## src/rtl/can_rx_fetch_pkg.sv

```systemverilog
// Shared definitions for can_rx_fetch: SJA1000 PeliCAN register map, bit positions, FSM states.
// Combinational constants only; no latency, no backpressure.
package can_rx_fetch_pkg;

  localparam logic [7:0] ADR_CMR   = 8'h01;
  localparam logic [7:0] ADR_IR    = 8'h03;
  localparam logic [7:0] ADR_RXBUF = 8'h10;

  localparam int IR_RI    = 0;
  localparam int IR_TI    = 1;
  localparam int IR_DOI   = 3;
  localparam int CMR_RRB  = 2;
  localparam int INFO_FF  = 7;
  localparam int INFO_RTR = 6;

  localparam int ACK_TIMEOUT = 16;

  typedef enum logic [2:0] {
    IDLE,
    RD_IR,
    RD_INFO,
    RD_ID,
    RD_DATA,
    WR_RRB,
    OUT
  } state_e;

endpackage

```

## src/rtl/can_wb_byte_master.sv

```systemverilog
// Single 8-bit Wishbone classic access: stb rises the cycle after start_i, done_o in the ack cycle, stb drops next cycle.
// Waits for ack indefinitely unless CAN_RX_FETCH_TIMEOUT_EN, which aborts after ACK_TIMEOUT strobe cycles.
module can_wb_byte_master
  import can_rx_fetch_pkg::*;
(
  input  logic       clk_i,
  input  logic       rst_i,
  input  logic       start_i,
  input  logic       we_i,
  input  logic [7:0] adr_i,
  input  logic [7:0] wdat_i,
  output logic       busy_o,
  output logic       done_o,
  output logic       timeout_o,
  output logic [7:0] rdata_o,
  output logic       wbm_cyc_o,
  output logic       wbm_stb_o,
  output logic       wbm_we_o,
  output logic [7:0] wbm_adr_o,
  output logic [7:0] wbm_dat_o,
  input  logic [7:0] wbm_dat_i,
  input  logic       wbm_ack_i
);

  logic       stb_q, stb_d;
  logic       we_q;
  logic [7:0] adr_q;
  logic [7:0] dat_q;

  assign done_o  = stb_q & wbm_ack_i;
  assign rdata_o = wbm_dat_i;
  assign busy_o  = stb_q;

`ifdef CAN_RX_FETCH_TIMEOUT_EN
  localparam int TW = $clog2(ACK_TIMEOUT + 1);
  logic [TW-1:0] tmo_cnt_q, tmo_cnt_d;

  assign timeout_o = stb_q & ~wbm_ack_i & (tmo_cnt_q == TW'(ACK_TIMEOUT - 1));

  always_comb begin
    tmo_cnt_d = '0;
    if (stb_q) tmo_cnt_d = tmo_cnt_q + TW'(1);
  end

  always_ff @(posedge clk_i or posedge rst_i) begin
    if (rst_i) tmo_cnt_q <= '0;
    else       tmo_cnt_q <= tmo_cnt_d;
  end
`else
  assign timeout_o = 1'b0;
`endif

  always_comb begin
    stb_d = stb_q;
    if (!stb_q && start_i)        stb_d = 1'b1;
    else if (done_o || timeout_o) stb_d = 1'b0;
  end

  always_ff @(posedge clk_i or posedge rst_i) begin
    if (rst_i) begin
      stb_q <= 1'b0;
      we_q  <= 1'b0;
      adr_q <= '0;
      dat_q <= '0;
    end else begin
      stb_q <= stb_d;
      if (!stb_q && start_i) begin
        we_q  <= we_i;
        adr_q <= adr_i;
        dat_q <= wdat_i;
      end
    end
  end

  assign wbm_cyc_o = stb_q;
  assign wbm_stb_o = stb_q;
  assign wbm_we_o  = we_q;
  assign wbm_adr_o = adr_q;
  assign wbm_dat_o = dat_q;

endmodule

```

## src/rtl/can_rx_fetch.sv

```systemverilog
// Autonomous SJA1000 PeliCAN receive engine: IRQ -> IR/info/ID/data reads -> RRB release -> frame on valid/ready.
// frame_valid_o rises one cycle after the RRB ack and holds until frame_ready_i; CAN_RX_FETCH_TIMEOUT_EN enables ack timeout.
module can_rx_fetch
  import can_rx_fetch_pkg::*;
(
  input  logic        wb_clk_i,
  input  logic        wb_rst_i,
  input  logic        irq_n_i,
  output logic        wbm_cyc_o,
  output logic        wbm_stb_o,
  output logic        wbm_we_o,
  output logic [7:0]  wbm_adr_o,
  output logic [7:0]  wbm_dat_o,
  input  logic [7:0]  wbm_dat_i,
  input  logic        wbm_ack_i,
  output logic        frame_valid_o,
  input  logic        frame_ready_i,
  output logic        frame_ext_o,
  output logic        frame_rtr_o,
  output logic [3:0]  frame_dlc_o,
  output logic [28:0] frame_id_o,
  output logic [63:0] frame_data_o,
  output logic        tx_done_o,
  output logic        overrun_o,
  output logic        bus_timeout_o
);

  state_e      state_q, state_d;
  logic [2:0]  cnt_q, cnt_d;
  logic [1:0]  guard_q, guard_d;
  logic        ext_q, ext_d;
  logic        rtr_q, rtr_d;
  logic [3:0]  dlc_q, dlc_d;
  logic [28:0] id_q, id_d;
  logic [63:0] data_q, data_d;
  logic        tx_done_q, tx_done_d;
  logic        overrun_q, overrun_d;
  logic        bus_timeout_q;

  logic       acc_start, acc_we, acc_busy, acc_done, acc_timeout;
  logic [7:0] acc_adr, acc_wdat, acc_rdata;

  can_wb_byte_master u_master (
    .clk_i     (wb_clk_i),
    .rst_i     (wb_rst_i),
    .start_i   (acc_start),
    .we_i      (acc_we),
    .adr_i     (acc_adr),
    .wdat_i    (acc_wdat),
    .busy_o    (acc_busy),
    .done_o    (acc_done),
    .timeout_o (acc_timeout),
    .rdata_o   (acc_rdata),
    .wbm_cyc_o (wbm_cyc_o),
    .wbm_stb_o (wbm_stb_o),
    .wbm_we_o  (wbm_we_o),
    .wbm_adr_o (wbm_adr_o),
    .wbm_dat_o (wbm_dat_o),
    .wbm_dat_i (wbm_dat_i),
    .wbm_ack_i (wbm_ack_i)
  );

  always_comb begin
    state_d   = state_q;
    cnt_d     = cnt_q;
    guard_d   = guard_q;
    ext_d     = ext_q;
    rtr_d     = rtr_q;
    dlc_d     = dlc_q;
    id_d      = id_q;
    data_d    = data_q;
    tx_done_d = 1'b0;
    overrun_d = 1'b0;
    acc_start = 1'b0;
    acc_we    = 1'b0;
    acc_adr   = ADR_IR;
    acc_wdat  = '0;

    case (state_q)
      IDLE: begin
        if (guard_q != 2'd0)  guard_d = guard_q - 2'd1;
        else if (!irq_n_i)    state_d = RD_IR;
      end
      RD_IR: begin
        acc_start = !acc_busy;
        if (acc_done) begin
          tx_done_d = acc_rdata[IR_TI];
          overrun_d = acc_rdata[IR_DOI];
          if (acc_rdata[IR_RI]) begin
            state_d = RD_INFO;
            ext_d   = 1'b0;
            rtr_d   = 1'b0;
            dlc_d   = '0;
            id_d    = '0;
            data_d  = '0;
          end else begin
            state_d = IDLE;
            guard_d = 2'd2;
          end
        end
      end
      RD_INFO: begin
        acc_start = !acc_busy;
        acc_adr   = ADR_RXBUF;
        if (acc_done) begin
          ext_d   = acc_rdata[INFO_FF];
          rtr_d   = acc_rdata[INFO_RTR];
          dlc_d   = acc_rdata[3:0];
          cnt_d   = '0;
          state_d = RD_ID;
        end
      end
      RD_ID: begin
        acc_start = !acc_busy;
        acc_adr   = ADR_RXBUF + 8'd1 + {5'd0, cnt_q};
        if (acc_done) begin
          if (ext_q) begin
            case (cnt_q[1:0])
              2'd0:    id_d[28:21] = acc_rdata;
              2'd1:    id_d[20:13] = acc_rdata;
              2'd2:    id_d[12:5]  = acc_rdata;
              default: id_d[4:0]   = acc_rdata[7:3];
            endcase
          end else if (cnt_q[0]) begin
            id_d[2:0] = acc_rdata[7:5];
          end else begin
            id_d[10:3] = acc_rdata;
          end
          cnt_d = cnt_q + 3'd1;
          if (cnt_q == (ext_q ? 3'd3 : 3'd1)) begin
            cnt_d   = '0;
            state_d = (rtr_q || dlc_q == 4'd0) ? WR_RRB : RD_DATA;
          end
        end
      end
      RD_DATA: begin
        acc_start = !acc_busy;
        acc_adr   = (ext_q ? ADR_RXBUF + 8'd5 : ADR_RXBUF + 8'd3) + {5'd0, cnt_q};
        if (acc_done) begin
          // byte k lands at [63-8k -: 8]; ~cnt_q is 7-k for a 3-bit index
          data_d[{~cnt_q, 3'b000} +: 8] = acc_rdata;
          cnt_d = cnt_q + 3'd1;
          if (cnt_q == (dlc_q[3] ? 3'd7 : dlc_q[2:0] - 3'd1)) begin
            cnt_d   = '0;
            state_d = WR_RRB;
          end
        end
      end
      WR_RRB: begin
        acc_start = !acc_busy;
        acc_we    = 1'b1;
        acc_adr   = ADR_CMR;
        acc_wdat  = 8'(1 << CMR_RRB);
        if (acc_done) state_d = OUT;
      end
      OUT: begin
        if (frame_ready_i) begin
          state_d = IDLE;
          guard_d = 2'd2;
        end
      end
      default: state_d = IDLE;
    endcase

    // An aborted access leaves the buffer unreleased; the controller keeps its IRQ asserted.
    if (acc_timeout) begin
      state_d = IDLE;
      guard_d = 2'd2;
      cnt_d   = '0;
    end
  end

  always_ff @(posedge wb_clk_i or posedge wb_rst_i) begin
    if (wb_rst_i) begin
      state_q       <= IDLE;
      cnt_q         <= '0;
      guard_q       <= '0;
      ext_q         <= 1'b0;
      rtr_q         <= 1'b0;
      dlc_q         <= '0;
      id_q          <= '0;
      data_q        <= '0;
      tx_done_q     <= 1'b0;
      overrun_q     <= 1'b0;
      bus_timeout_q <= 1'b0;
    end else begin
      state_q       <= state_d;
      cnt_q         <= cnt_d;
      guard_q       <= guard_d;
      ext_q         <= ext_d;
      rtr_q         <= rtr_d;
      dlc_q         <= dlc_d;
      id_q          <= id_d;
      data_q        <= data_d;
      tx_done_q     <= tx_done_d;
      overrun_q     <= overrun_d;
      bus_timeout_q <= acc_timeout;
    end
  end

  assign frame_valid_o = (state_q == OUT);
  assign frame_ext_o   = ext_q;
  assign frame_rtr_o   = rtr_q;
  assign frame_dlc_o   = dlc_q;
  assign frame_id_o    = id_q;
  assign frame_data_o  = data_q;
  assign tx_done_o     = tx_done_q;
  assign overrun_o     = overrun_q;
  assign bus_timeout_o = bus_timeout_q;

endmodule

```

## config.mk

```make
export PLATFORM = sky130hd
export DESIGN_NAME = can_rx_fetch
export DESIGN_NICKNAME = d
export VERILOG_FILES = /design/src/rtl/can_rx_fetch_pkg.sv /design/src/rtl/can_wb_byte_master.sv /design/src/rtl/can_rx_fetch.sv
export SDC_FILE = /design/constraint.sdc
export NUM_CORES = 1
export LEC_CHECK = 0
export CAP_MARGIN = 0
export CORE_MARGIN = 2
export CORE_UTILIZATION = 50
export DETAILED_ROUTE_END_ITERATION = 7
export GPL_TIMING_DRIVEN = 0
export HOLD_SLACK_MARGIN = 0.02
export PLACE_DENSITY = 0.81
export SLEW_MARGIN = 20
export SYNTH_ARGS = -nofsm -noshare
export SYNTH_HDL_FRONTEND = slang
export SYNTH_SLANG_ARGS = --single-unit
```

## constraint.sdc

```tcl
create_clock -name wb_clk_i -period 4.4 [get_ports wb_clk_i]
set_input_delay 0.88 -clock wb_clk_i [delete_from_list [all_inputs] [get_ports wb_clk_i]]
set_output_delay 0.88 -clock wb_clk_i [all_outputs]
set_load 0.005 [all_outputs]
```

Word level (Yosys, flattened, before mapping):

Index checks and enable logic that the tools add are counted.

* register bits after elaboration: 127
* input bits: 13
* output and inout port bits: 122
* word-level logic and storage cells: 150

* $add $sub $neg: 6
* eq/ne operators: 31
* shift operators: 2
* mux-type cells: 64
* bitwise logic cells: 2
* reductions and logical operators: 26

Operator list (number)
* two-way mux 64 bit: 3
* case mux 64 bit (2 select lines): 1
* two-way mux 29 bit: 3
* bitwise mux 64 bit: 1
* variable shift 8 x 8 -> 64 bit, first input constant: 1
* variable part select 8 x 8 -> 64 bit: 1
* case mux 29 bit (2 select lines): 1
* two-way mux 3 bit: 19
* AND reduction 6 bit: 6
* two-way mux 8 bit: 4
* != test 2 bit, second input constant: 13
* case mux 6 bit (4 select lines): 1
* case mux 3 bit (7 select lines): 1
* two-way mux 18 bit: 1
* two-way mux 1 bit: 13
* two-way mux 2 bit: 6
* two-way mux 4 bit: 3
* AND reduction 4 bit: 3
* two-way mux 11 bit: 1
* AND reduction 10 bit: 1
* nonzero test 2 bit: 5
* equality test 3 bit, second input constant: 3
* != test 3 bit, second input constant: 3
* case mux 3 bit (3 select lines): 1
* 30 further kinds: 36

Longest topological paths before layout:

Gate-level depths: netlist (run 1).

* depth after elaboration: 6
* gate-level depth with buffers: 10
* depth with buffers taken out: 9

Hierarchy:

A second synthesis (run 1) with hierarchy kept.

* cell total of the unflattened synthesis: 522
* area, all modules: 6083.3 µm²

By module, submodules not included
* can_rx_fetch: instances 1, cells each 468, area each 5271.3 µm², seq. area each 2752.6 µm²
* can_wb_byte_master: instances 1, cells each 54, area each 812.0 µm², seq. area each 450.4 µm²

Least setup slack after synthesis (run 1):

OpenSTA, ideal clock, no wires.

* kind: reg2reg
* start: register cnt_q[0]
* end: register data_q[0] (netlist: frame_data_o[0])
* library setup time: 0.124 ns
* data arrival time: 2.186 ns
* required time: 4.276 ns
* path slack: 2.090 ns
* stages on the path, launching flop included: 10
* buffers on the path: 3
* period minus slack after synthesis: 2.310 ns
* cells stage by stage: dfrtp_1 -> buf_4 -> inv_1 -> ha_1 -> or4_1 -> buf_2 -> a21bo_1 -> buf_6 -> nand2_1 -> o21ai_1

* cells in the longest elaborated chain, start to end: 6
* elaborated cells on any way between the ends: 7
* those cells by class: add/sub: 1; shift: 2; mux: 3; bitwise: 1

Ends and longest elaborated chain
* start, declared: line can_rx_fetch.sv:29 `logic [2:0] cnt_q, cnt_d;`
* start signal, assigned: line can_rx_fetch.sv:188 `cnt_q <= cnt_d;`
* NOT 3 bit *: line can_rx_fetch.sv:141 `data_d[{~cnt_q, 3'b000} +: 8] = acc_rdata;`
* negator 6 -> 8 bit *: line can_rx_fetch.sv:141
* variable part select 8 x 8 -> 64 bit or variable shift 8 x 8 -> 64 bit (tied branches): line can_rx_fetch.sv:141
* bitwise mux 64 bit *: line can_rx_fetch.sv:141
* two-way mux 64 bit *: line can_rx_fetch.sv:139 `if (acc_done) begin`
* case mux 64 bit (2 select lines) *: line can_rx_fetch.sv:79 `case (state_q)`
* end signal, assigned: line can_rx_fetch.sv:194 `data_q <= data_d;`
* end, declared: line can_rx_fetch.sv:35 `logic [63:0] data_q, data_d;`

Mark *: on every way between the ends. The rest lies on a longest branch, timed or not. The select of a mux whose other input is x is not followed.
A chain may end at the register's enable or synchronous reset.

Worst setup path after layout (run 1):

* start: register state_q[1]
* end: output port frame_valid_o

* cells in the longest elaborated chain, start to end: 1

Ends and longest elaborated chain
* start, declared: line can_rx_fetch.sv:28 `state_e state_q, state_d;`
* start signal, assigned: line can_rx_fetch.sv:187 `state_q <= state_d;`
* equality test 3 bit: line can_rx_fetch.sv:201 `assign frame_valid_o = (state_q == OUT);`
* end, declared: line can_rx_fetch.sv:16 `output logic frame_valid_o,`

Every way passes these cells.

==> reports/qor.yml, run 1 <==
global_route.usage.met2_pct: 42.2
time_the_worst_path_needs_with_i_o_delays_and_setup_ns: 3.08
worst-path-max-fanout: 10
max_slew.worst_pin.slew_ns: 0.672
syn_avg_cell_area_sq_um: 10.6
power_leakage_nw: 3.32
slowest_cell_on_the_critical_path: "sky130_fd_sc_hd__clkdlybuf4s50_1"
finalWirelength_um: 14600
net-switching-power_mw: 1.48
antennaDiodeCount: 0
layout-drive-gt1-share_pct: 14.2
power.combinational.fraction_pct: 37.3
post_synthesis_register_bit_count: 116
number_of_hold_buffers_added_after_cts: 0
sw_frac_of_total_pct: 34.0
most_numerous_cell_types_in_the_synthesized_netlist: "sky130_fd_sc_hd__dfrtp_1, sky130_fd_sc_hd__nand2_1, sky130_fd_sc_hd__o21ai_1"
min_from: "frame_data_o[56]"
outcome: "completed"
pre_cts_slack_ns: 1.56
setup-violations-final: 0
cts_inserted_buffers: 17
grt.met1_usage_pct: 33.9
dp.final_hpwl_um: 10300
seq_area_frac_synth_pct: 52.8
fin_worst_skew_ns: 0.0132
route.antenna.remaining_nets: 0
combinational_family_with_the_most_area_after_synthesis: "compound AO/OA/AOI/OAI gates"
final_core_util_pct: 69.8
ys_warn_count: 0
synth_edf_count: 0
worst_r2r_endpoint: "u_master.wbm_adr_o[2]"
post_synth_fa_ha_maj_area_fraction_pct: 2.87
synth.area.top_cells: "sky130_fd_sc_hd__dfrtp_1, sky130_fd_sc_hd__nand2_1, sky130_fd_sc_hd__mux2_2"
netlist.area_leader.share_pct: 52.8
cts.sinks: 116
holdPathEnd: "frame_data_o[56]"
fin_crit_sh_pct: 69.9
drt_iter0_drc: 316
drcViolationCount: 0
clk_pin_slew_ns: 0.06
crit-reg2reg-launch: "state_q[2]"
final-hold-violation-count: 0
wire_per_inst_um: 17.7
rrSetupSlack_ns: 1.67
synth_cells: 517
path_class: "flip-flop to output pin"
die_w_um: 109
pin_count_of_the_biggest_net_entering_global_routing: 76
post_synth_mux_area_share_pct: 8.20
required_time_of_the_worst_setup_path_ns: 3.52
final_net_count: 695
syn-cell-area_sq_um: 5500
drt_pass1_iterations: 4
library_cell_occupying_the_most_area_in_the_post_synthesis_netlist: "sky130_fd_sc_hd__dfrtp_1"
fp.dieArea_sq_um: 11800
first_global_vias: 4640
synth-compound-area-share_pct: 16.7
slew_headroom_pct: 55.2
routed_via_density: 5.63
post_cts.repair.setup_buffers: 0
grt_util_all_layers_pct: 25.9
final-max-slew-violation-count: 0
most_frequent_cell_after_synthesis: "sky130_fd_sc_hd__dfrtp_1"
path_buf_inv: 3
timing.fmax_ghz: 0.325
globalRouteOverflowTotal: 0
postSynth.asyncResetShare_pct: 100
gp_congestion: 0.899
layout-area-overhead-vs-synth_pct: 37.2
clockPowerShare_pct: 29.9
worst_r2r_path_depth: 10
cts_tree: "done"
port-buffer-count: 123
hold_class: "flip-flop to flip-flop"
globalRoute.busiestLayer: "met2"
startpoint_type: "flip-flop"
worst_skew_pair.late_latency_ns: 0.52
predominant_post_synthesis_flop_cell: "sky130_fd_sc_hd__dfrtp_1"
number_of_antenna_violations_at_the_first_check_in_global_routing: 0
cts_buffer_depth: 2
max_cap_violations: 0
p_per_area_nw_per_um2: 578
cp_top_family: "buffers and inverters"
initial_core_util_pct: 50.9
root_buffer: "sky130_fd_sc_hd__clkbuf_8"
grt_first_pass_wirelength_um: 23500
yosys_cell_types: 62
placement_row_count: 38
ioPinCount: 135
min_path_cells: 2
dr_total_vias: 4633
setup_repair_after_global_routing_missed_its_margin: "false"
cts_resized: 0
critical_path.cell_chain: "buf_2 > clkbuf_1 > and2_1 > clkdlybuf4s50_1"
worst_ir_drop_vdd_uv: 331
fin_ws_ns: 1.32
critical_path.max_stage_delay_ns: 0.52
synthSimpleGateAreaFrac_pct: 13.7
die_height_um: 109
crit_arrival_ns: 2.20
post_synth_xor_area_fraction_pct: 0.797
worst_setup_path_end_kind: "output pin"
groute.layer.met3.usage_pct: 5.86
core_sq_um: 10800
internal_power_mw: 2.87
htree_levels: 4
p_seq_share_pct: 32.7
==> power groups by stage <==
stage	Clock, mW	Combinational, mW	Sequential (mW)
after floorplan	0	0.952	1.42
after global routing	1.38	1.78	1.45
after CTS	1.32	1.62	1.43
after detailed placement	0	1.61	1.44
after global placement	0	1.55	1.43
final	1.30	1.63	1.43
==> through the flow <==
stage          instance area (sq um)  TNS, ns  hold WS (ns)  instances  total power, mW
2_1_floorplan                   5530        0         0.476        527             2.37
3_3_place_gp                    6940  -106.31         0.467        790             2.98
3_5_place_dp                    6970        0         0.476        791             3.05
4_1_cts                         7540        0         0.489        823             4.36
5_1_grt                         7540        0         0.500        823             4.61
6_report                        7540        0         0.482        823             4.36
==> how the worst max path moves through the flow <==
stage / startpoint / end / slack [ns] / cells past startpoint
floorplan: wb_rst_i / cnt_q[0] / 0.45 / 1
CTS: state_q[1] / frame_valid_o / 1.32 / 4
global route: state_q[1] / frame_valid_o / 1.20 / 4
global placement: wb_rst_i / frame_data_o[60] / -0.92 / 2
detailed placement: wbm_ack_i / frame_id_o[2] / 1.56 / 6
finish: state_q[1] / frame_valid_o / 1.32 / 4
==> flip-flops by register name, summed over array words and instances, names as in the netlist, 2 cells and up <==
name / cells
frame_data_o: 64
frame_id_o: 29
u_master.wbm_adr_o: 5
frame_dlc_o: 4
cnt_q: 3
state_q: 3
guard_q: 2
==> placed cells by master (no fill, tap or decap), drive strengths merged, types with 2 or more instances in the layout <==
master | netlist | layout
conb | 1 | 11
xor2 | 2 | 2
nand3 | 6 | 6
nand2b | 4 | 4
clkinvlp | 0 | 5
a211oi | 3 | 3
clkdlybuf4s50 | 0 | 123
a21o | 2 | 2
nand3b | 2 | 2
xnor2 | 3 | 3
nor2b | 6 | 6
clkbuf | 9 | 28
ha | 11 | 11
nor3 | 8 | 8
dfrtp | 116 | 116
inv | 11 | 11
a21bo | 5 | 5
clkinv | 0 | 6
nor2 | 36 | 36
buf | 30 | 31
nor3b | 2 | 2
o21ai | 56 | 56
bufinv | 0 | 2
and3 | 10 | 10
a21oi | 16 | 16
a22o | 8 | 8
mux2i | 9 | 9
mux2 | 32 | 32
and2 | 4 | 4
nand2 | 75 | 75
o2bb2ai | 24 | 24
and2b | 2 | 2
o31ai | 3 | 3
==> final cells by class <==
type / count / area, sq um
clock buffer: 19 / 432
sequential: 116 / 2900
tap: 140 / 175
inverter: 11 / 46.3
buffer: 39 / 229
timing repair buffer: 124 / 1260
clock inverter: 13 / 135
multi-input combinational: 361 / 2360
fill: 811 / 3250
==> metal layers <==
metal | wire (um) | share of wire, % | vias up
li1 | - | - | 2108
met1 | 6220 | 43 | 2299
met2 | 7090 | 49 | 195
met3 | 864 | 5.9 | 31
met4 | 376 | 2.6 | 0
met5 | 0 | 0 | -
==> tightest hold or removal path, stage by stage (launching register included) <==
cell,delay (ns)
sky130_fd_sc_hd__dfrtp_1,0.34
sky130_fd_sc_hd__nand2_1,0.05
sky130_fd_sc_hd__o21ai_1,0.06
==> cell families after synthesis <==
logic type	Yosys count
other	1
multiplexers	41
AND/OR/NAND/NOR	160
adder cells (fa/ha/maj)	12
AO/OA/AOI/OAI	132
buffers and inverters	50
flip-flops	116
XOR/XNOR	5
(Power assumes the default switching activity.)
==> run 2: changes to the inputs <==
Clock period 4.4 ns to 3.2 ns, I/O delays scaled along.
==> run 2 against run 1 <==
Against the previous run:
- sequential power up 37%
- first-iteration DRC count fell by 3.8%
- worst hold slack got worse by 0.0053 ns
- combinational power grew 39%
- final cell count is 0.12% higher
- clock skew down 0.00077 ns
- clock power grew 48%
- critical path depth did not move
- sequential cell count is the same
- utilization is 0.57 points higher
- power up 42%
- global-route usage rose by 1.5 points
- critical endpoint unchanged
==> reports/qor.yml, run 2 (synthesis results as in run 1) <==
outcome: "completed"  # unchanged
antennaDiodeCount: 0  # unchanged
die_w_um: 109  # unchanged
internal_power_mw: 4.12  # was 2.87 mW
setup-violations-final: 0  # unchanged
finish.instance_area_sq_um: 7600  # was 7540 sq um
global_route.usage.met2_pct: 44.5  # was 42.2%
root_buffer: "sky130_fd_sc_hd__clkbuf_8"  # unchanged
dr_total_vias: 4742  # was 4633
globalRoute.busiestLayer: "met2"  # unchanged
timing.fmax_ghz: 0.349
drcViolationCount: 0  # unchanged
p_seq_share_pct: 31.8  # was 32.7%
max_cap_violations: 0  # unchanged
core_sq_um: 10800  # unchanged
clk_pin_slew_ns: 0.06  # about the same
routed_via_density: 5.75  # was 5.63
finalWirelength_um: 15300  # was 14600 um
port-buffer-count: 123  # unchanged
worst_setup_path_end_kind: "output pin"  # unchanged
p_per_area_nw_per_um2: 811  # was 578 nW/um^2
groute.layer.met3.usage_pct: 6.81  # was 5.86%
final_cell_mix: "sky130_fd_sc_hd__clkdlybuf4s50_1, sky130_fd_sc_hd__dfrtp_1, sky130_fd_sc_hd__nand2_1"  # unchanged
critical_path.cell_chain: "buf_2 > clkbuf_1 > and2_1 > clkdlybuf4s50_1"  # unchanged
crit_arrival_ns: 2.23  # was 2.20 ns
crit-reg2reg-launch: "state_q[2]"  # unchanged
post_cts.repair.setup_buffers: 0  # unchanged
layout-area-overhead-vs-synth_pct: 38.3  # was 37.2%
max_slew.worst_pin.slew_ns: 0.658  # was 0.672 ns
layout-drive-gt1-share_pct: 13.9  # was 14.2%
slew_headroom_pct: 56.1  # was 55.2%
grt.met1_usage_pct: 35.7  # was 33.9%
sw_frac_of_total_pct: 33.2  # was 34.0%
fin_ws_ns: 0.333  # was 1.32 ns
grt_first_pass_wirelength_um: 24700  # was 23500 um
final-hold-violation-count: 0  # unchanged
worst_ir_drop_vdd_uv: 537  # was 331 uV
finalSetupTns_ns: 0  # unchanged
fp.dieArea_sq_um: 11800  # unchanged
net-switching-power_mw: 2.05  # was 1.48 mW
min_from: "frame_data_o[3]"  # was frame_data_o[56]
worst_setup_path_startpoint: "state_q[1]"  # unchanged
power.combinational.fraction_pct: 36.8  # was 37.3%
final_net_count: 697  # was 695
die_height_um: 109  # unchanged
layout.cells.most_common: "sky130_fd_sc_hd__clkdlybuf4s50_1"  # unchanged
startpoint_type: "flip-flop"  # unchanged
setup_repair_after_global_routing_missed_its_margin: "false"  # unchanged
ioPinCount: 135  # unchanged
worst-path-max-fanout: 10  # unchanged
globalRouteOverflowTotal: 0  # unchanged
worst_skew_pair.late_latency_ns: 0.52  # about the same
cts_resized: 0  # unchanged
pre_cts_slack_ns: 0.576  # was 1.56 ns
first_global_vias: 4739  # was 4640
dp.final_hpwl_um: 10600  # was 10300 um
detailed_place.area_sq_um: 7000  # was 6970 sq um
cts_inserted_buffers: 17  # unchanged
drt_pass1_iterations: 5  # was 4
fin_crit_sh_pct: 89.6
clockPowerShare_pct: 31.3  # was 29.9%
critical_path.max_stage_delay_ns: 0.52  # about the same
hold_class: "flip-flop to flip-flop"  # unchanged
cts_tree: "done"  # unchanged
drt_iter0_drc: 304  # was 316
cts.sinks: 116  # unchanged
number_of_hold_buffers_added_after_cts: 0  # unchanged
fin_worst_skew_ns: 0.0124  # was 0.0132 ns
grt_util_all_layers_pct: 27.4  # was 25.9%
route.antenna.remaining_nets: 0  # unchanged
largest_reg_flops: 64  # unchanged
number_of_antenna_violations_at_the_first_check_in_global_routing: 0  # unchanged
placement_row_count: 38  # unchanged
finalPower_mw: 6.17  # was 4.36 mW
htree_levels: 4  # unchanged
slowest_cell_on_the_critical_path: "sky130_fd_sc_hd__clkdlybuf4s50_1"  # unchanged
final_core_util_pct: 70.4  # was 69.8%
pin_count_of_the_biggest_net_entering_global_routing: 39  # was 76
cts_buffer_depth: 2  # unchanged
gp_congestion: 0.916  # was 0.899
time_the_worst_path_needs_with_i_o_delays_and_setup_ns: 2.87
path_class: "flip-flop to output pin"  # unchanged
power_leakage_nw: 3.35  # was 3.32 nW
initial_core_util_pct: 50.9  # unchanged
wire_per_inst_um: 18.6  # was 17.7 um
final-max-slew-violation-count: 0  # unchanged
required_time_of_the_worst_setup_path_ns: 2.56  # was 3.52 ns
-- run 2: cell count changes in the layout (fill, tap and decap cells not counted) --
cell / change
sky130_fd_sc_hd__clkinv_2: -2
sky130_fd_sc_hd__buf_12: +3
sky130_fd_sc_hd__buf_16: -1
sky130_fd_sc_hd__inv_6: -1
sky130_fd_sc_hd__clkbuf_1: +3
sky130_fd_sc_hd__clkinv_4: -1
sky130_fd_sc_hd__bufinv_16: +2
sky130_fd_sc_hd__clkinvlp_4: -2
-- run 2: final timing paths --
path                                              end  slack [ns]  cells after the start
worst max register to register  u_master.wbm_adr_o[2]        0.51                     10
max in group asynchronous            frame_data_o[21]        1.94                      4
min in group asynchronous            frame_data_o[35]        0.52                      2
worst max-delay path                    frame_valid_o        0.33                      4
worst min-delay path                  frame_data_o[3]        0.48                      2
worst min register to register        frame_data_o[3]        0.48                      2
-- run 2: worst max-delay path: cells and delay by family, from the launching register on --
kind / cells / cell delay (ns)
AND/OR/NAND/NOR: 1 / 0.24
buffers and inverters: 3 / 1.11
flip-flops: 1 / 0.35
-- run 2: power by group through the flow --
stage / combinational, mW / clock, mW / sequential (mW)
after floorplan: 1.31 / 0 / 1.96
after global placement: 2.13 / 0 / 1.97
after detailed placement: 2.22 / 0 / 1.98
after CTS: 2.26 / 1.94 / 1.96
after global routing: 2.46 / 2.03 / 2.00
final: 2.27 / 1.93 / 1.96
-- run 2: metrics by stage --
stage	std cells	hold WS [ns]
2_1_floorplan	527	0.476
3_3_place_gp	790	0.467
3_5_place_dp	793	0.474
4_1_cts	824	0.486
5_1_grt	824	0.496
6_report	824	0.477
-- run 2: metal layers --
layer | vias to the layer above | part of all wire [%]
li1 | 2117 | -
met5 | - | 0
met3 | 29 | 6.3
met2 | 226 | 50
met4 | 0 | 2.4
met1 | 2370 | 41
-- run 2: final cells by class --
cell class              instances  area (sq um)
fillers                       811          3190
flip-flops and latches        116          2900
multi-input cells             361          2360
repair buffers                126          1290
clock buffers                  22           443
plain buffers                  39           229
well taps                     140           175
clock inverters                 9           154
inverters                      11          45.0
==> run 3: changes to the inputs <==
--- a/config.mk
+++ b/config.mk
@@ -7,4 +7,5 @@
 export LEC_CHECK = 0
 export CAP_MARGIN = 0
+export CORE_ASPECT_RATIO = 0.7
 export CORE_MARGIN = 2
 export CORE_UTILIZATION = 50
==> constraint.sdc (replaced) <==
create_clock -name wb_clk_i -period 3.2 [get_ports wb_clk_i]
set_input_delay 0.48 -clock wb_clk_i [delete_from_list [all_inputs] [get_ports wb_clk_i]]
set_output_delay 0.48 -clock wb_clk_i [all_outputs]
set_load 0.005 [all_outputs]
==> run 3 against run 2 <==
Against the previous run:
- final area decreased by 0.31%
- utilization increased by 1.7 points
- critical path depth increased by 4
- sequential cell count unchanged
- maximum frequency increased by 4.2%
- critical endpoint is now frame_data_o[49]
- highest routed layer unchanged
- power decreased by 2.5%
- die area increased by 0.11%
- first-iteration DRC count decreased by 5.3%
- sequential share of layout area increased by 0.12 points
==> reports/qor.yml, run 3 (synthesis results as in run 1) <==
net-switching-power_mw: 2.07  # was 2.05 mW
final-hold-violation-count: 0  # unchanged
time_the_worst_path_needs_with_i_o_delays_and_setup_ns: 2.75  # was 2.87 ns
fin_worst_skew_ns: 0.00544  # was 0.0124 ns
fin_ws_ns: 0.449  # was 0.333 ns
final-max-slew-violation-count: 0  # unchanged
cts.sinks: 116  # unchanged
number_of_antenna_violations_at_the_first_check_in_global_routing: 0  # unchanged
max_slew.worst_pin.slew_ns: 0.636  # was 0.658 ns
required_time_of_the_worst_setup_path_ns: 3.48  # was 2.56 ns
post_cts.repair.setup_buffers: 0  # unchanged
routed_via_density: 5.57  # was 5.75
port-buffer-count: 123  # unchanged
setup_repair_after_global_routing_missed_its_margin: "false"  # unchanged
crit_arrival_ns: 3.03  # was 2.23 ns
hold_class: "input pin to asynchronous set/reset pin"  # was flip-flop to flip-flop
timing.fmax_ghz: 0.363  # was 0.349 GHz
placement_row_count: 31  # was 38
fin_crit_sh_pct: 86.0  # was 89.6%
core_sq_um: 10500  # was 10800 sq um
startpoint_type: "flip-flop"  # unchanged
cts_inserted_buffers: 17  # unchanged
cts_buffer_depth: 2  # unchanged
cts_resized: 0  # unchanged
number_of_hold_buffers_added_after_cts: 0  # unchanged
finalWirelength_um: 15600  # was 15300 um
power.combinational.fraction_pct: 37.5  # was 36.8%
path_class: "flip-flop to flip-flop"  # was flip-flop to output pin
layout-drive-gt1-share_pct: 14.5  # was 13.9%
sw_frac_of_total_pct: 34.5  # was 33.2%
worst_ir_drop_vdd_uv: 456  # was 537 uV
fill_cells: 780  # was 811
p_per_area_nw_per_um2: 794  # was 811 nW/um^2
clk_pin_slew_ns: 0.05  # was 0.06 ns
final_core_util_pct: 72.1  # was 70.4%
pin_count_of_the_biggest_net_entering_global_routing: 36  # was 39
power_leakage_nw: 3.33  # was 3.35 nW
root_buffer: "sky130_fd_sc_hd__clkbuf_16"  # was sky130_fd_sc_hd__clkbuf_8
first_global_vias: 4661  # was 4739
slew_headroom_pct: 57.3  # was 56.1%
die_w_um: 129  # was 109 um
drcViolationCount: 0  # unchanged
setup-violations-final: 0  # unchanged
grt_first_pass_wirelength_um: 25000  # was 24700 um
cts_tree: "done"  # unchanged
p_seq_share_pct: 32.7  # was 31.8%
ioPinCount: 135  # unchanged
drt_iter0_drc: 288  # was 304
final_cell_mix: "sky130_fd_sc_hd__clkdlybuf4s50_1, sky130_fd_sc_hd__dfrtp_1, sky130_fd_sc_hd__nand2_1"  # unchanged
layout.cells.most_common: "sky130_fd_sc_hd__clkdlybuf4s50_1"  # unchanged
htree_levels: 4  # unchanged
finalSetupTns_ns: 0  # unchanged
worst_r2r_endpoint: "frame_data_o[49]"  # was u_master.wbm_adr_o[2]
antennaDiodeCount: 0  # unchanged
wire_per_inst_um: 18.7  # was 18.6 um
max_cap_violations: 0  # unchanged
fp.dieArea_sq_um: 11900  # was 11800 sq um
globalRouteOverflowTotal: 0  # unchanged
initial_core_util_pct: 52.3  # was 50.9%
crit-reg2reg-launch: "cnt_q[0]"  # was state_q[2]
clockPowerShare_pct: 29.8  # was 31.3%
worst_skew_pair.late_latency_ns: 0.41  # was 0.52 ns
internal_power_mw: 3.94  # was 4.12 mW
rrSetupSlack_ns: 0.45  # was 0.51 ns
final_net_count: 697  # unchanged
dr_total_vias: 4642  # was 4742
dp.final_hpwl_um: 11000  # was 10600 um
gp_congestion: 0.859  # was 0.916
layout-area-overhead-vs-synth_pct: 37.9  # was 38.3%
largest_reg_flops: 64  # unchanged
grt_util_all_layers_pct: 27.5  # was 27.4%
pre_cts_slack_ns: 0.521  # was 0.576 ns
die_height_um: 91.7  # was 109 um
worst_r2r_path_depth: 8  # was 10
outcome: "completed"  # unchanged
worst_setup_path_end_kind: "flip-flop"  # was output pin
drt_pass1_iterations: 5  # unchanged
worst-path-max-fanout: 10  # unchanged
route.antenna.remaining_nets: 0  # unchanged
[run 3: changes by cell type in the layout (fill, tap and decap cells not counted)]
| cell | previous run | this run |
|---|---|---|
| sky130_fd_sc_hd__inv_6 | 0 | 1 |
| sky130_fd_sc_hd__clkinv_4 | 1 | 2 |
| sky130_fd_sc_hd__clkbuf_1 | 13 | 10 |
| sky130_fd_sc_hd__clkinvlp_4 | 3 | 5 |
| sky130_fd_sc_hd__bufinv_16 | 4 | 1 |
| sky130_fd_sc_hd__clkbuf_16 | 16 | 17 |
| sky130_fd_sc_hd__clkinv_2 | 2 | 4 |
[run 3: power groups by stage]
| stage | Clock [mW] | Combinational (mW) | Sequential, mW |
|---|---|---|---|
| floorplan | 0 | 1.31 | 1.96 |
| global placement | 0 | 2.15 | 1.96 |
| detailed placement | 0 | 2.21 | 1.98 |
| CTS | 1.80 | 2.24 | 1.96 |
| global route | 1.87 | 2.45 | 2.00 |
| finish | 1.79 | 2.26 | 1.97 |
[run 3: worst max path at each step]
stage,slack (ns),depth (start not counted),to,from
4_1_cts,0.51,8,frame_data_o[49],cnt_q[0]
3_3_place_gp,0.29,2,frame_id_o[15],wb_rst_i
3_5_place_dp,0.52,9,frame_data_o[4],cnt_q[0]
2_1_floorplan,0.89,9,frame_data_o[0],cnt_q[0]
5_1_grt,0.30,8,frame_data_o[48],cnt_q[0]
6_report,0.45,8,frame_data_o[49],cnt_q[0]
[run 3: area by class of cell]
cell class / instances / area (sq um) / area share (%)
Clock buffer: 20 / 457 / 6.03
Clock inverter: 12 / 106 / 1.40
Timing Repair Buffer: 126 / 1290 / 17.0
Sequential cell: 116 / 2900 / 38.3
Tap cell: 148 / 185 / 2.44
Multi-Input combinational cell: 361 / 2360 / 31.1
Buffer: 39 / 229 / 3.02
Inverter: 11 / 45.0 / 0.595
[run 3: per-stage QoR]
stage          std cells  area, sq um  power, mW  hold slack [ns]
3_3_place_gp         798         6950       4.11            0.469
5_1_grt              833         7580       6.32            0.465
2_1_floorplan        527         5540       3.27            0.476
3_5_place_dp         801         7010       4.19            0.476
6_report             833         7580       6.01            0.432
4_1_cts              833         7580       6.00            0.440
[run 3: per-layer routing]
metal | routed length [um] | GRT usage, % | part of all wire [%] | vias to the layer above
met5 | 0 | 0 | 0 | -
met4 | 160 | 7.52 | 1.0 | 0
met3 | 1240 | 7.88 | 7.9 | 19
met2 | 7220 | 42.4 | 46 | 198
met1 | 6940 | 38.2 | 45 | 2317
li1 | - | - | - | 2108
[run 3: critical path: stages (launching register included)]
cell and delay, ns:
sky130_fd_sc_hd__dfrtp_1 0.57, sky130_fd_sc_hd__buf_4 0.26, sky130_fd_sc_hd__inv_1 0.13, sky130_fd_sc_hd__ha_1 0.45
sky130_fd_sc_hd__nor2b_1 0.21, sky130_fd_sc_hd__nand3_1 0.36, sky130_fd_sc_hd__nand2_1 0.19, sky130_fd_sc_hd__nand2_1 0.21
sky130_fd_sc_hd__o2bb2ai_1 0.22
